[src/rtl/ps2_scancode_decoder.sv]
// ps2_scancode_decoder
//
// Turns the byte stream from the PS/2 byte receiver into held-key levels and
// one-cycle key-event strobes for the game FSM, and exposes the last
// completed scan code for the HEX debug display.
//
// Set-2 prefixes are tracked:
//   E0 : extended key
//   F0 : break (key release)
//   E1 : start of the Pause sequence, which is skipped entirely
// If a multi-byte code stalls for TIMEOUT_CYCLES idle cycles, the partial
// code is abandoned.
//
// Ports
//   clk            system clock; the only clock in the block
//   reset          synchronous, active-low reset
//   byte_data      received scan-code byte; qualified by byte_valid
//   byte_valid     one-cycle strobe per received byte
//   ps2_key_data   final byte of the last completed code
//   key_event      one-cycle pulse per completed make or break code
//   key_break      1 = last event was a break, 0 = make; held until the next event
//   key_extended   1 = last completed code carried the E0 prefix
//   up/down/left/right/enter/space_pressed   held-key levels
//
// All outputs are registered. A byte strobed in cycle N shows its effect in
// cycle N+1.

module ps2_scancode_decoder #(
  parameter int TIMEOUT_CYCLES = 100000
) (
  input  logic       clk,
  input  logic       reset,
  input  logic [7:0] byte_data,
  input  logic       byte_valid,
  output logic [7:0] ps2_key_data,
  output logic       key_event,
  output logic       key_break,
  output logic       key_extended,
  output logic       up_pressed,
  output logic       down_pressed,
  output logic       left_pressed,
  output logic       right_pressed,
  output logic       enter_pressed,
  output logic       space_pressed
);

  // Set-2 special bytes
  localparam logic [7:0] CODE_EXT      = 8'hE0;
  localparam logic [7:0] CODE_BRK      = 8'hF0;
  localparam logic [7:0] CODE_PAUSE    = 8'hE1;
  localparam logic [7:0] CODE_BAT_OK   = 8'hAA;
  localparam logic [7:0] CODE_BAT_FAIL = 8'hFC;

  // Game key codes
  localparam logic [7:0] CODE_UP    = 8'h75;
  localparam logic [7:0] CODE_DOWN  = 8'h72;
  localparam logic [7:0] CODE_LEFT  = 8'h6B;
  localparam logic [7:0] CODE_RIGHT = 8'h74;
  localparam logic [7:0] CODE_ENTER = 8'h5A;
  localparam logic [7:0] CODE_SPACE = 8'h29;

  // After E1, seven more bytes belong to the Pause make sequence
  localparam logic [2:0] PAUSE_SKIP = 3'd7;

  // The idle counter only has to reach TIMEOUT_CYCLES-1, where it saturates
  localparam int CNT_W = (TIMEOUT_CYCLES > 2) ? $clog2(TIMEOUT_CYCLES) : 1;
  localparam logic [CNT_W-1:0] CNT_LAST = CNT_W'(TIMEOUT_CYCLES - 1);

  // Bit positions inside the held-key vector
  localparam int K_UP    = 0;
  localparam int K_DOWN  = 1;
  localparam int K_LEFT  = 2;
  localparam int K_RIGHT = 3;
  localparam int K_ENTER = 4;
  localparam int K_SPACE = 5;

  typedef enum logic [2:0] {
    S_IDLE,
    S_EXT,
    S_BRK,
    S_EXT_BRK,
    S_PAUSE
  } state_t;

  state_t           state;
  state_t           state_next;
  state_t           eff_state;
  logic [2:0]       skip_cnt;
  logic [2:0]       skip_next;
  logic [CNT_W-1:0] idle_cnt;
  logic             timeout_hit;
  logic             is_prefix;

  logic             code_done;
  logic             code_break;
  logic             code_ext;
  logic             clear_levels;
  logic [5:0]       key_sel;
  logic [5:0]       held;

  // The timeout only matters while a code is partially received. A byte in
  // the same cycle always wins over the timeout.
  always_comb begin
    timeout_hit = (state != S_IDLE) && !byte_valid && (idle_cnt == CNT_LAST);
    is_prefix   = (byte_data == CODE_EXT) || (byte_data == CODE_BRK) ||
                  (byte_data == CODE_PAUSE);
  end

  // A prefix arriving after F0 abandons the pending break and starts over,
  // so that byte is decoded exactly as if the FSM were idle.
  always_comb begin
    eff_state = state;
    if (((state == S_BRK) || (state == S_EXT_BRK)) && is_prefix) begin
      eff_state = S_IDLE;
    end
  end

  // Next-state and per-byte decode
  always_comb begin
    state_next   = state;
    skip_next    = skip_cnt;
    code_done    = 1'b0;
    code_break   = 1'b0;
    code_ext     = 1'b0;
    clear_levels = 1'b0;

    if (byte_valid) begin
      case (eff_state)
        S_IDLE: begin
          case (byte_data)
            CODE_EXT: state_next = S_EXT;
            CODE_BRK: state_next = S_BRK;
            CODE_PAUSE: begin
              state_next = S_PAUSE;
              skip_next  = PAUSE_SKIP;
            end
            CODE_BAT_OK, CODE_BAT_FAIL: begin
              state_next   = S_IDLE;
              clear_levels = 1'b1;
            end
            default: begin
              state_next = S_IDLE;
              code_done  = 1'b1;
            end
          endcase
        end

        S_EXT: begin
          case (byte_data)
            CODE_BRK: state_next = S_EXT_BRK;
            CODE_EXT: state_next = S_EXT;
            default: begin
              state_next = S_IDLE;
              code_done  = 1'b1;
              code_ext   = 1'b1;
            end
          endcase
        end

        S_BRK: begin
          state_next = S_IDLE;
          code_done  = 1'b1;
          code_break = 1'b1;
        end

        S_EXT_BRK: begin
          state_next = S_IDLE;
          code_done  = 1'b1;
          code_break = 1'b1;
          code_ext   = 1'b1;
        end

        S_PAUSE: begin
          skip_next = skip_cnt - 3'd1;
          if (skip_cnt <= 3'd1) begin
            state_next = S_IDLE;
            skip_next  = 3'd0;
          end
        end

        default: begin
          state_next = S_IDLE;
          skip_next  = 3'd0;
        end
      endcase
    end else if (timeout_hit) begin
      state_next = S_IDLE;
      skip_next  = 3'd0;
    end
  end

  // Which game key (if any) the completing code refers to. The extended
  // flag must match, so a bare 75 (keypad 8) does not touch the up key.
  always_comb begin
    key_sel = '0;
    if (code_ext) begin
      case (byte_data)
        CODE_UP:    key_sel[K_UP]    = 1'b1;
        CODE_DOWN:  key_sel[K_DOWN]  = 1'b1;
        CODE_LEFT:  key_sel[K_LEFT]  = 1'b1;
        CODE_RIGHT: key_sel[K_RIGHT] = 1'b1;
        default:    key_sel          = '0;
      endcase
    end else begin
      case (byte_data)
        CODE_ENTER: key_sel[K_ENTER] = 1'b1;
        CODE_SPACE: key_sel[K_SPACE] = 1'b1;
        default:    key_sel          = '0;
      endcase
    end
  end

  // FSM state, pause skip counter and idle counter
  always_ff @(posedge clk) begin
    if (!reset) begin
      state    <= S_IDLE;
      skip_cnt <= 3'd0;
      idle_cnt <= '0;
    end else begin
      state    <= state_next;
      skip_cnt <= skip_next;
      if (byte_valid) begin
        idle_cnt <= '0;
      end else if (idle_cnt != CNT_LAST) begin
        idle_cnt <= idle_cnt + 1'b1;
      end
    end
  end

  // Registered outputs. Held levels change in the same cycle key_event
  // asserts; a typematic repeat re-sets an already-set level.
  always_ff @(posedge clk) begin
    if (!reset) begin
      ps2_key_data <= 8'h00;
      key_event    <= 1'b0;
      key_break    <= 1'b0;
      key_extended <= 1'b0;
      held         <= '0;
    end else begin
      key_event <= code_done;
      if (code_done) begin
        ps2_key_data <= byte_data;
        key_break    <= code_break;
        key_extended <= code_ext;
        if (code_break) begin
          held <= held & ~key_sel;
        end else begin
          held <= held | key_sel;
        end
      end else if (clear_levels) begin
        held <= '0;
      end
    end
  end

  always_comb begin
    up_pressed    = held[K_UP];
    down_pressed  = held[K_DOWN];
    left_pressed  = held[K_LEFT];
    right_pressed = held[K_RIGHT];
    enter_pressed = held[K_ENTER];
    space_pressed = held[K_SPACE];
  end

endmodule

[config.mk]
export PLATFORM = sky130hd
export DESIGN_NAME = ps2_scancode_decoder
export DESIGN_NICKNAME = d
export VERILOG_FILES = /design/src/rtl/ps2_scancode_decoder.sv
export SDC_FILE = /design/constraint.sdc
export NUM_CORES = 1
export LEC_CHECK = 0
export BUFFER_PORTS_ARGS = -buffer_cell sky130_fd_sc_hd__buf_2
export CORE_MARGIN = 8
export CORE_UTILIZATION = 61
export CTS_CLUSTER_DIAMETER = 30
export DETAILED_ROUTE_END_ITERATION = 10
export PLACE_DENSITY = 0.92
export REMOVE_ABC_BUFFERS = 1
export SLEW_MARGIN = 5
export SYNTH_ARGS = -nofsm -noshare
export SYNTH_HDL_FRONTEND = slang
export SYNTH_SLANG_ARGS = --single-unit
[constraint.sdc]
create_clock -name clk -period 4.19 [get_ports clk]
set_clock_uncertainty 0.1 [all_clocks]
set_input_delay 0.2095 -clock clk [delete_from_list [all_inputs] [get_ports clk]]
set_output_delay 0.2095 -clock clk [all_outputs]
set_load 0.02 [all_outputs]
# Word level (Yosys, flattened, before mapping)
# Index checks and enable logic that the tools add are counted.
# W data, S select, Z words.
[word_totals]
reg_bits = 40
inputBits = 11
word_cells = 88
[classes]
n_addsub = 2
order_cmp = 1
n_eq_ne = 22
mux = 32
n_bitwise = 4
n_reduce_logical = 19
[ops]
columns = ["cell", "n"]
rows = [
  ["$eq A8 B7 Y1 const B", 5],
  ["$eq A8 B8 Y1 const B", 5],
  ["$pmux W3 S3", 3],
  ["$mux W6", 4],
  ["$mux W3", 7],
  ["$add A17 B1 Y17 const B", 1],
  ["$eq A17 B17 Y1 const B", 1],
  ["$ne A17 B17 Y1 const B", 1],
  ["$mux W1", 15],
  ["$eq A3 B2 Y1 const B", 4],
  ["$eq A8 B6 Y1 const B", 1],
  ["$reduce_or A2 Y1", 4],
  ["$and A6 B6 Y6", 1],
  ["$ne A3 B3 Y1 const B", 2],
  ["$not A6 Y6", 1],
  ["$or A6 B6 Y6", 1],
  ["$reduce_or A5 Y1", 1],
  ["$pmux W2 S2", 1],
  ["$reduce_bool A2 Y1", 2],
  ["$eq A3 B1 Y1 const B", 1],
  ["$eq A3 B3 Y1 const B", 1],
  ["$le A3 B1 Y1 const B", 1],
  ["$logic_and A1 B1 Y1", 3],
  ["$logic_not A3 Y1", 1],
  ["other kinds (11)", 13],
]

# Logic depth before layout (Yosys ltp)
[logic_depth]
word_depth = 13
mapped_depth = 7
ltp_nobuf = 7

# Least setup slack after synthesis
# No wires, ideal clock.
[synth_timing]
path_type = "flip-flop to flip-flop"
startpoint = "reg idle_cnt[11]"
endpoint = "reg skip_cnt[0]"
setup_ns = 0.072
arrival_ns = 1.805
required_time_ns = 4.018
setup_slack_ns = 2.213
path_stages_with_launch = 6
cell_sequence = "dfxtp_1 > or4_4 > nor4_4 > nor2_2 > a211oi_4 > mux2i_1"
[synth_between]
elab_chain_len = 4
[synth_rtl]
columns = ["element", "line", "text"]
rows = [
  ["from (decl)", "90", "logic [CNT_W-1:0] idle_cnt;"],
  ["from (signal assigned)", "225", "idle_cnt <= idle_cnt + 1'b1;"],
  ["$eq A17 B17 Y1", "104", "timeout_hit = (state != S_IDLE) && !byte_valid && (idle_cnt == CNT_LAST);"],
  ["$logic_and A1 B1 Y1", "104", ""],
  ["$reduce_bool A2 Y1 (no line)", "-", ""],
  ["$reduce_and A3 Y1 (no line)", "-", ""],
  ["to (signal assigned)", "221", "skip_cnt <= skip_next;"],
  ["to (decl)", "88", "logic [2:0] skip_cnt;"],
]
# Every way passes these cells.
# A chain may end at the register's enable or synchronous reset.

# Final worst setup path
[layout_timing]
startpoint = "reg idle_cnt[7]"
endpoint = "reg skip_cnt[0]"
# The elaborated chain is that of the path after synthesis.

==> flow_summary.yaml <==
die:
  coreArea_mm2: 0.003363
  die_x_um: 75.19
  row_count: 21
  floorplan.initialDensity_pct: 63.54
  die_h_um: 75.19
  dieArea_mm2: 0.005654
  io-pin-count: 28
critical_path:
  crit_arrival_ns: 2.72
  required_ns: 4.37
  crit_path_start_kind: "register"
  crit_type: "reg -> reg"
  critical_path.max_fanout: 16
  critPathCaptureType: "register"
power_and_ir_drop:
  vdd_drop_max_uv: 263.9
  power.density_mw_per_mm2: 276.4
  p_leak_nw: 0.8735
timing:
  setup_viol: 0
  max_freq_ghz: 0.3945
  finalMaxSlewViolations: 0
  min_period_ns: 2.535
  slew_headroom_pct: 43.96
  final-hold-violation-count: 0
  rsz0062_at_grt: "false"
  tightest_slew_ns: 0.8343
  setup_tns_ns: 0
  finalCritPeriodShare_pct: 60.49
yosys:
  yosys.cell_types.count: 53
  synth_seq_cells: 40
  synth_top_cell_area_share_pct: 37.47
  avgSynthCellArea_um2: 8.583
  yosysWarnings: 0
  ys.flop_type: "dfxtp_1"
  yosysSeqAreaShare_pct: 37.47
  synth_largest_area_cell: "dfxtp_1"
  async_flop_share_pct: 0
  synth_edf_count: 0
  synth_area_leaders: "dfxtp_1 (37%), mux2i_1 (5.6%), nor2_1 (5.3%), xnor2_1 (4.5%), nand2_1 (3.5%)"
  syn-cell-area_mm2: 0.002137
  synthCells: 249
clock_tree:
  numCtsBuffers: 5
  hold_buffers: 0
  cts_max_level: 2
  clock_sinks: 40
  path_clk_slew_ns: 0.11
  cts_tree: "yes"
  clk_latency_ns: 0.34
  postCtsSetupBuffers: 0
  clockRootBuffer: "clkbuf_4"
  post_cts_resized: 0
  clockBufferDepth: 2
placed_design:
  dp_cells: 311
  gp_congestion: 0.9056
  numPortBuffers: 27
  dp_hpwl_um: 3604
cells_and_area:
  antenna_cells: 0
  drive_above_1_share_pct: 14.71
  layout.cells.non_filler: 318
  postLayoutCoreUtil_pct: 69.23
  final_nets: 286
  syn_to_final_growth_pct: 8.958
grt:
  grt_remaining_overflow: 0
  grt_usage_pct: 19.24
  grt_max_degree: 20
  first_global_vias: 1879
  grt_pass1_wl_um: 8535
  antenna_found_initial: 0
status:
  status: "complete, no violations"
flow_run:
  maxCapViolations: 0
drt:
  drtAntennaViolNets: 0
  drtIter0Drc: 211
  routed_wl_um: 4948
  dr.pass1.iters: 5
  vias_per_cell: 6.113
  post_drt_wl_per_cell_um: 15.56
  vias: 1944
  drcViolationCount: 0
min_path:
  worstHoldPathType: "in -> reg"
## layout by cell type (no fill, tap or decap), types with 2 or more instances in the layout
master	count
a21oi_1	6
a41o_1	3
and2_1	4
and3_1	2
and4b_1	3
buf_2	27
clkbuf_4	5
dfxtp_1	40
ha_1	3
inv_1	8
mux2i_1	12
nand2_1	20
nand2b_1	3
nand3_1	7
nand4_1	11
nor2_1	30
nor2b_1	5
nor3_1	10
nor3b_1	6
nor4_1	5
nor4b_1	3
nor4bb_1	2
o211a_1	2
o21a_1	2
o21ai_0	9
o31a_1	2
o32ai_1	2
or3_1	2
xnor2_1	11
xor2_1	3
## registers in the layout, summed over array words and instances (netlist names)
name	cells
key_event	1
key_extended	1
key_break	1
ps2_key_data	8
held	6
idle_cnt	17
skip_cnt	3
state	3
## cell usage after synthesis (all sizes together), types with 3 or more instances
| cell | instances |
|---|---|
| a21oi | 6 |
| a41o | 3 |
| and2 | 5 |
| and4b | 3 |
| buf | 3 |
| clkbuf | 8 |
| dfxtp | 40 |
| ha | 3 |
| inv | 8 |
| mux2i | 12 |
| nand2 | 20 |
| nand2b | 3 |
| nand3 | 7 |
| nand4 | 11 |
| nor2 | 31 |
| nor2b | 5 |
| nor3 | 10 |
| nor3b | 6 |
| nor4 | 6 |
| nor4b | 3 |
| o21ai | 9 |
| xnor2 | 11 |
| xor2 | 3 |
## logic make-up (layout without fill, tap and decap cells)
logic type,count (synthesis),after routing,share of synthesized area [%]
AND/OR/NAND/NOR,124,124,32.90
multiplexers,12,12,5.621
AO/OA/AOI/OAI,37,37,12.88
flip-flops,40,40,37.47
XOR/XNOR,14,14,5.738
adder cells (fa/ha/maj),3,3,1.757
buffers and inverters,19,42,3.630
## power by group
group	switching (W)	leakage, nW	total, W	internal (W)
clock	0.000118	0.0281	0.000180	0.0000619
combinational	0.0000464	0.521	0.0000716	0.0000252
sequential	0.00000460	0.324	0.000392	0.000388
## metal layers
layer | up-vias | global-route usage (%) | wire [um]
li1 | 944 | - | -
met1 | 895 | 24.69 | 2186
met2 | 94 | 29.85 | 2314
met3 | 11 | 3.995 | 360
met4 | 0 | 9.168 | 87
met5 | - | 0 | 0
## critical path, cell delays in order (launching register included)
cell and delay, ns:
dfxtp_1 0.43, or4b_4 0.50, nor4_4 0.78, nor2_2 0.16, a211oi_4 0.29, mux2i_1 0.22
## path summary, 6_finish.rpt
kind	start	endpoint	slack, ns	cells after the start
setup / recovery	idle_cnt[7]	skip_cnt[0]	1.66	5
hold / removal	byte_data[6]	ps2_key_data[6]	0.11	3
setup reg to reg	idle_cnt[7]	skip_cnt[0]	1.66	5
hold reg to reg	held[2]	held[2]	0.38	2
## layout make-up
class,count,area [um2]
multi-input combinational,190,1259
fill,291,1035
sequential,40,800.8
timing repair buffer,27,135.1
tap,46,57.56
clock buffer,6,41.29
inverter,8,30.03
clock inverter,1,5.005
## metrics by stage
step | worst slack, ns | area, um2 | total power (W) | hold slack (ns)
4_1_cts | 1.688 | 2328 | 0.0006490 | 0.09116
5_1_grt | 1.577 | 2328 | 0.0006712 | 0.1061
3_5_place_dp | 1.712 | 2282 | 0.0004718 | 0.3619
3_3_place_gp | 1.807 | 2282 | 0.0004687 | 0.3514
6_report | 1.655 | 2328 | 0.0006435 | 0.1067
2_1_floorplan | 1.943 | 2090 | 0.0004417 | 0.2270
Note: power is estimated with default switching activity, not from simulation.
